**src/rtl/pool_pkg.sv**
```systemverilog
// Shared types and helpers for the 2x2 pooling blocks.
// Pixel, pair-sum and quad-sum widths plus the /4 helper.
package pool_pkg;

  localparam int DATA_W = 16;

  typedef logic [DATA_W-1:0] pixel_t;
  typedef logic [DATA_W:0]   pair_sum_t;
  typedef logic [DATA_W+1:0] quad_sum_t;

  // Floor of a 4-pixel sum divided by 4; fits a pixel.
  function automatic pixel_t avg4(input quad_sum_t s);
    return s[DATA_W+1:2];
  endfunction

endpackage

```
**src/rtl/pool_line_buffer.sv**
```systemverilog
// Holds the pair sums of the previous even row, one per output column.
// Ports: we_i/idx_i/wdata_i write port, rdata_o combinational read at idx_i.
module pool_line_buffer
  import pool_pkg::*;
#(
  parameter int DEPTH = 2,
  parameter int IW    = 1
) (
  input  logic          clk,
  input  logic          we_i,
  input  logic [IW-1:0] idx_i,
  input  pair_sum_t     wdata_i,
  output pair_sum_t     rdata_o
);

  pair_sum_t mem_q [DEPTH];

  always_ff @(posedge clk) begin
    if (we_i) mem_q[idx_i] <= wdata_i;
  end

  assign rdata_o = mem_q[idx_i];

endmodule

```
**src/rtl/avg_pool_stream.sv**
```systemverilog
// Streaming 2x2 stride-2 average pool over a WIDTH_IN square map.
// Ports: clk/reset_n, clear, in_* (valid/ready), out_* (valid/ready, last).
module avg_pool_stream
  import pool_pkg::*;
#(
  parameter int WIDTH_IN = 4
) (
  input  logic              clk,
  input  logic              reset_n,
  input  logic              clear,
  input  logic [DATA_W-1:0] in_data,
  input  logic              in_valid,
  output logic              in_ready,
  output logic [DATA_W-1:0] out_data,
  output logic              out_valid,
  input  logic              out_ready,
  output logic              out_last
);

  localparam int WIDTH_OUT = WIDTH_IN / 2;
  localparam int CW = (WIDTH_IN > 2) ? $clog2(WIDTH_IN) : 1;
  localparam int IW = (WIDTH_OUT > 1) ? $clog2(WIDTH_OUT) : 1;
  localparam logic [CW-1:0] LAST = CW'(WIDTH_IN - 1);

  logic [CW-1:0] col_q, col_d;
  logic [CW-1:0] row_q, row_d;
  pixel_t        pair_q, pair_d;
  pixel_t        dat_q, dat_d;
  logic          vld_q, vld_d;
  logic          lst_q, lst_d;

  logic          emit;
  logic          accept;
  logic          lb_we;
  logic [IW-1:0] lb_idx;
  pair_sum_t     lb_wd;
  pair_sum_t     lb_rd;
  quad_sum_t     quad;

  assign emit   = col_q[0] & row_q[0];
  assign in_ready = !clear && (!emit || !vld_q || out_ready);
  assign accept = in_valid && in_ready;

  assign lb_idx = IW'(col_q >> 1);
  assign lb_we  = accept && col_q[0] && !row_q[0];
  assign lb_wd  = pair_sum_t'(pair_q) + pair_sum_t'(in_data);
  assign quad   = quad_sum_t'(lb_rd)
                + quad_sum_t'(pair_q)
                + quad_sum_t'(in_data);

  pool_line_buffer #(
    .DEPTH (WIDTH_OUT),
    .IW    (IW)
  ) u_lb (
    .clk     (clk),
    .we_i    (lb_we),
    .idx_i   (lb_idx),
    .wdata_i (lb_wd),
    .rdata_o (lb_rd)
  );

  always_comb begin
    col_d  = col_q;
    row_d  = row_q;
    pair_d = pair_q;
    dat_d  = dat_q;
    vld_d  = vld_q;
    lst_d  = lst_q;
    if (clear) begin
      col_d = '0;
      row_d = '0;
      vld_d = 1'b0;
      lst_d = 1'b0;
    end else begin
      // Drain first so a same-cycle emit overrides it.
      if (vld_q && out_ready) begin
        vld_d = 1'b0;
        lst_d = 1'b0;
      end
      if (accept) begin
        if (!col_q[0]) pair_d = in_data;
        if (emit) begin
          dat_d = avg4(quad);
          vld_d = 1'b1;
          lst_d = (row_q == LAST) && (col_q == LAST);
        end
        if (col_q == LAST) begin
          col_d = '0;
          row_d = (row_q == LAST) ? '0 : row_q + CW'(1);
        end else begin
          col_d = col_q + CW'(1);
        end
      end
    end
  end

  always_ff @(posedge clk or negedge reset_n) begin
    if (!reset_n) begin
      col_q  <= '0;
      row_q  <= '0;
      pair_q <= '0;
      dat_q  <= '0;
      vld_q  <= 1'b0;
      lst_q  <= 1'b0;
    end else begin
      col_q  <= col_d;
      row_q  <= row_d;
      pair_q <= pair_d;
      dat_q  <= dat_d;
      vld_q  <= vld_d;
      lst_q  <= lst_d;
    end
  end

  assign out_data  = dat_q;
  assign out_valid = vld_q;
  assign out_last  = lst_q;

endmodule
```
**config.mk**
```make
export PLATFORM = sky130hd
export DESIGN_NAME = avg_pool_stream
export DESIGN_NICKNAME = d
export VERILOG_FILES = /design/src/rtl/pool_pkg.sv /design/src/rtl/pool_line_buffer.sv /design/src/rtl/avg_pool_stream.sv
export SDC_FILE = /design/constraint.sdc
export NUM_CORES = 1
export LEC_CHECK = 0
export CORE_MARGIN = 1.5
export CORE_UTILIZATION = 35
export DETAILED_ROUTE_END_ITERATION = 8
export GPL_TIMING_DRIVEN = 0
export SYNTH_ARGS = -nofsm -noshare
export SYNTH_HDL_FRONTEND = slang
export SYNTH_SLANG_ARGS = --single-unit
```
**constraint.sdc**
```tcl
create_clock -name clk -period 3.3 [get_ports clk]
set_input_delay 0.99 -clock clk [delete_from_list [all_inputs] [get_ports clk]]
set_output_delay 0.99 -clock clk [all_outputs]
set_load 0.02 [all_outputs]
```
## After elaboration in Yosys (flattened, before gate mapping)

Memories as Yosys holds them, arrays and structs flattened.
Index checks and enable logic that the tools add are counted.

- Memories kept: 1
- Register bits after elaboration: 38
- Bits of input ports: 21
- Logic and storage cells: 51
- RAM bits: 34

Memory list:

| memory | depth | bits a word | read ports | clocked after memory_dff | wr ports | line | RTL |
|---|---|---|---|---|---|---|---|
| u_lb.mem_q | 2 | 17 | 1 | 0 | 1 | pool_line_buffer.sv:16 | `pair_sum_t mem_q [DEPTH];` |

- Reductions and logical operators: 17
- $add $sub $neg: 5
- Equality and inequality tests: 2
- Multiplexer cells: 17
- Bitwise gates (word level): 3

Operators with widths:

| cell | number |
|---|---|
| adder 17 x 16 -> 18 bit | 1 |
| adder 18 x 16 -> 18 bit | 1 |
| adder 16 x 16 -> 17 bit | 1 |
| two-way mux 2 bit | 7 |
| two-way mux 1 bit | 10 |
| logical AND 1 bit | 6 |
| AND reduction 3 bit | 2 |
| adder 2 x 1 -> 2 bit (second input constant) | 2 |
| == test 2 bit (second input constant) | 2 |
| zero test 1 bit | 4 |
| nonzero test 2 bit | 2 |
| logical OR 1 bit | 2 |
| NOT 1 bit | 2 |
| AND reduction 2 bit | 1 |
| AND 1 bit | 1 |

## Longest topological paths before layout

- Word-level depth: 10
- Depth in mapped cells: 12
- Mapped depth without buffers: 10

## By module

From an unflattened synthesis, not the netlist that was laid out.

- Cell total of the unflattened synthesis: 417
- Area, all modules: 4695.8 um^2

By module, submodules not included:

| module | area an instance (um^2) | seq. area each (um^2) | cells each | times used |
|---|---|---|---|---|
| avg_pool_stream | 3405.8 | 950.9 | 362 | 1 |
| pool_line_buffer | 1290.0 | 1021.0 | 55 | 1 |

## Least setup slack after synthesis

OpenSTA, ideal clock, no wires.

- Kind: in2reg
- Start point: input port clear
- End point: memory u_lb.mem_q[0][0] in the netlist's numbering (enable)
- Slack: -0.090 ns
- Buffers on the path: 1
- Data arrival time: 2.955 ns
- Stages on the path: 2
- Cell sequence: clkbuf_1 nor4_1

- Word-level cells in the longest chain between the ends: 7

RTL lines:

| element | line | RTL |
|---|---|---|
| from (decl) | avg_pool_stream.sv:10 | `input logic clear,` |
| zero test 1 bit | avg_pool_stream.sv:41 | `assign in_ready = !clear && (!emit \|\| !vld_q \|\| out_ready);` |
| logical AND 1 bit | avg_pool_stream.sv:41 |  |
| logical AND 1 bit | avg_pool_stream.sv:42 | `assign accept = in_valid && in_ready;` |
| logical AND 1 bit (2 in series) | avg_pool_stream.sv:45 | `assign lb_we = accept && col_q[0] && !row_q[0];` |
| two-way mux 1 bit | pool_line_buffer.sv:19 | `if (we_i) mem_q[idx_i] <= wdata_i;` |
| two-way mux 1 bit (implied by the code) | pool_line_buffer.sv:19 |  |
| to (decl) | pool_line_buffer.sv:16 |  |

Every way passes these cells.

## Final worst setup path

- Start point: input port in_data[1]
- End point: register dat_q[8], in the netlist out_data[8]

- Word-level cells in the longest chain between the ends: 1

RTL lines:

| element | line | RTL |
|---|---|---|
| from (decl) | avg_pool_stream.sv:11 | `input logic [DATA_W-1:0] in_data,` |
| adder 18 x 16 -> 18 bit | avg_pool_stream.sv:49 | `+ quad_sum_t'(in_data);` |
| to (signal assigned) | avg_pool_stream.sv:109 | `dat_q <= dat_d;` |
| to (decl) | avg_pool_stream.sv:28 | `pixel_t dat_q, dat_d;` |

Every way passes these cells.
A chain may end at the register's enable or synchronous reset.

==> results.md <==
- Finished Cell Area: 0.005533 mm2
- Status: completed
- Final ANT Viol Nets: 0
- H-tree depth: 3
- Endpoint class of the critical path: flip-flop
- Area Growth Syn to Fin: 23.07%
- CTS clk-pin slew, worst paths: ~50 ps
- Fin crit share: 0.9822
- CTS Sinks: between 70 and 80
- Initial core utilization: 0.3577
- Slowest CP cell: fa_1
- Tightest Pin Transition: 916.5 ps
- Worst min path class: reg2reg
- Clk_lat worst skew: ~340 ps
- Root Buffer: clkbuf_16
- Minimum clock period: 3241 ps
- Core area: 0.01257 mm2
- Gpl congestion: between 0.8 and 0.9
- WHS: between 400 and 500 ps
- CP required: roughly 3500 ps
- Distinct cells, synth: 53
- Ys async rst share: 0.5278
- Worst stage delay on the critical path: roughly 420 ps
- CP arrival: approximately 3400 ps
- Final #Nets: approximately 520
- FP Rows: a little over 40
- Final hold vios: 0
- Startpoint Class: input port
- Post-synth net total: approximately 470
- Slew HR: 0.3863
- Most frequent cell after synthesis: dfrtp_1
- Wire per inst: 15.44 um
- Top cells by count, synth: dfrtp_1, a21oi_1, nand2_1
- Synthesized area: 0.004496 mm2
- Placed instance area: just over 0.005 mm2
- Setup Slack @ Placement: -587.9 ps
- Die height: ~120 um
- Avg Vias per Cell: approximately 5.0
- I/O pin total: 40
- Finished Layout Cells: 627
- DP HPWL: between 7 and 8 mm
- Unrepaired setup endpoints after global routing: true
- GRT Overall Usage: 0.1584
- WL final: slightly below 10 mm
- CTS buffer count: 9
- Ys flop type: dfrtp_1
- Max-slew violations: 0
- DRC: 0
- Die Span X: between 100 and 150 um
- CP Max Fanout: 4
- Post-synth top area share: 0.2271
- Final WS setup: between 50 and 60 ps
- Worst Skew: 6.957 ps
- PD cells: between 500 and 600 mW/mm2
- Layout cells sized above 1: 0.1758
- Top cells by area, synth: edfxtp_1, dfrtp_1, ha_1, mux2_2, fa_1
- Synth warn: 0
- Setup_tns: 0 ps
- ANT cells: 0
- CP Cell Sequence: dlygate4sd2_1 -> inv_2 -> fa_1 -> inv_1 -> ha_1 -> and3b_1 -> a221oi_4 -> o211ai_2 -> a31oi_1 -> xor2_1 -> o21ai_1
- Post-synth top area cell: edfxtp_1
- Total grt overflow: 0
- Synth Register Bits: 72
- Fmax: just over 300 MHz
- Clk buf depth: 2
- Pre-Repair DR Iteration Count: 4
- EDFF count, synth: 34
- Sequential area share after synthesis: 0.4386
- Max Cap Viol: 0
- Syn_area_per_cell: 11.38 um2
- Worst VDD drop: approximately 0.28 mV
- Synth Instances: roughly 400
- Dpl cells: roughly 610
- Crit path kind: in2reg
- Vias in the first global route: around 3300
- Pin count of the biggest net entering global routing: 25
- CTS tree: built
- Die area: 0.01353 mm2
- Initial DRC count: 170
- Final setup viols: 0
- Path depth of the worst reg2reg path: 10
- IO Port Bufs: 39
- First-pass GRT wire length: roughly 16 mm
- P_leak: roughly 2.2 nW
- Via count: ~3100
- Initial antenna violation count: 0
- Hold path depth: 2
[cells by family after synthesis]
kind of cell             after synthesis  share of synthesized area
AO/OA/AOI/OAI                         95                     0.1316
XOR/XNOR                              25                    0.04871
adder cells (fa/ha/maj)               50                     0.1675
buffers and inverters                 17                    0.01614
flip-flops                            72                     0.4386
multiplexers                          36                    0.08990
AND/OR/NAND/NOR                      100                     0.1074
[routing by layer]
layer / vias up / track usage / wire (um)
met3: 15 / 0.03477 / 343
met2: 51 / 0.2718 / 4791
met5: - / 0 / 0
met1: 1529 / 0.1933 / 4345
li1: 1553 / - / -
met4: 0 / 0.06585 / 204
[stage by stage]
stage                 util  power [mW]
global placement    0.4064       2.317
floorplan                -       2.038
global route        0.4402       3.513
finish              0.4402       3.272
detailed placement  0.4108       2.342
CTS                 0.4350       3.255
[worst max-delay path: cells and delay by family]
family / cells / cell delay (ps)
fa+ha+maj: 2 / 690
xor+xnor: 1 / 250
simple gates: 1 / 220
compound gates: 4 / 840
buf+inv: 3 / 450
[cell type report]
| type | count | area (um2) |
|---|---|---|
| fillers | 1219 | 7036 |
| multi-input cells | 306 | 2545 |
| flip-flops and latches | 72 | 1972 |
| repair buffers | 45 | 459.2 |
| clock buffers | 15 | 257.7 |
| well taps | 172 | 215.2 |
| plain buffers | 6 | 41.29 |
| inverters | 10 | 37.54 |
| clock inverters | 1 | 5.005 |
[path summary, 6_finish.rpt]
check | from | end | slack, ps
min | out_data[7] | out_data[7] | 480
max reg2reg | col_q[1] | out_data[8] | 100
min reg2reg | out_data[7] | out_data[7] | 480
min in group asynchronous | reset_n | pair_q[1] | 590
max | in_data[1] | out_data[8] | 60
max in group asynchronous | reset_n | row_q[0] | 2230
[placed cells by master, fill, tap and decap left out, types with 4 or more instances in the layout]
cell	Yosys	layout
a21o_1	7	7
a21oi_1	36	32
a21oi_2	0	4
clkbuf_1	4	7
clkbuf_16	0	9
clkdlybuf4s50_1	0	30
dfrtp_1	38	38
dlygate4sd2_1	0	4
dlymetal6s2s_1	0	4
edfxtp_1	34	34
fa_1	17	17
ha_1	33	26
ha_2	0	7
inv_1	10	9
mux2_2	31	31
mux2i_1	4	4
nand2_1	35	35
nand3_1	10	10
nor2_1	21	20
nor2b_1	7	7
nor3_1	7	7
o21ai_0	26	24
xnor2_1	19	19
xor2_1	6	6
[repair_timing]
item | in CTS | in global routing
gates resized for setup | 15 | 19
pin swaps | 10 | 4
setup buffers | 2 | 1
endpoints found under the setup margin | 19 | 19
hold buffers | 0 | 0
[power breakdown]
part	total, mW	switching (mW)	internal, mW
sequential	1.09	0.0443	1.04
combinational	1.31	0.719	0.594
clock	0.871	0.342	0.529
total	3.27	1.10	2.17
[state kept, by name, indices dropped and copies added, names as in the netlist]
| name | flops |
|---|---|
| col_q | 2 |
| u_lb.mem_q | 34 |
| pair_q | 16 |
| out_last | 1 |
| out_data | 16 |
| row_q | 2 |
| out_valid | 1 |
No activity file was read; power rests on OpenSTA's default activity.
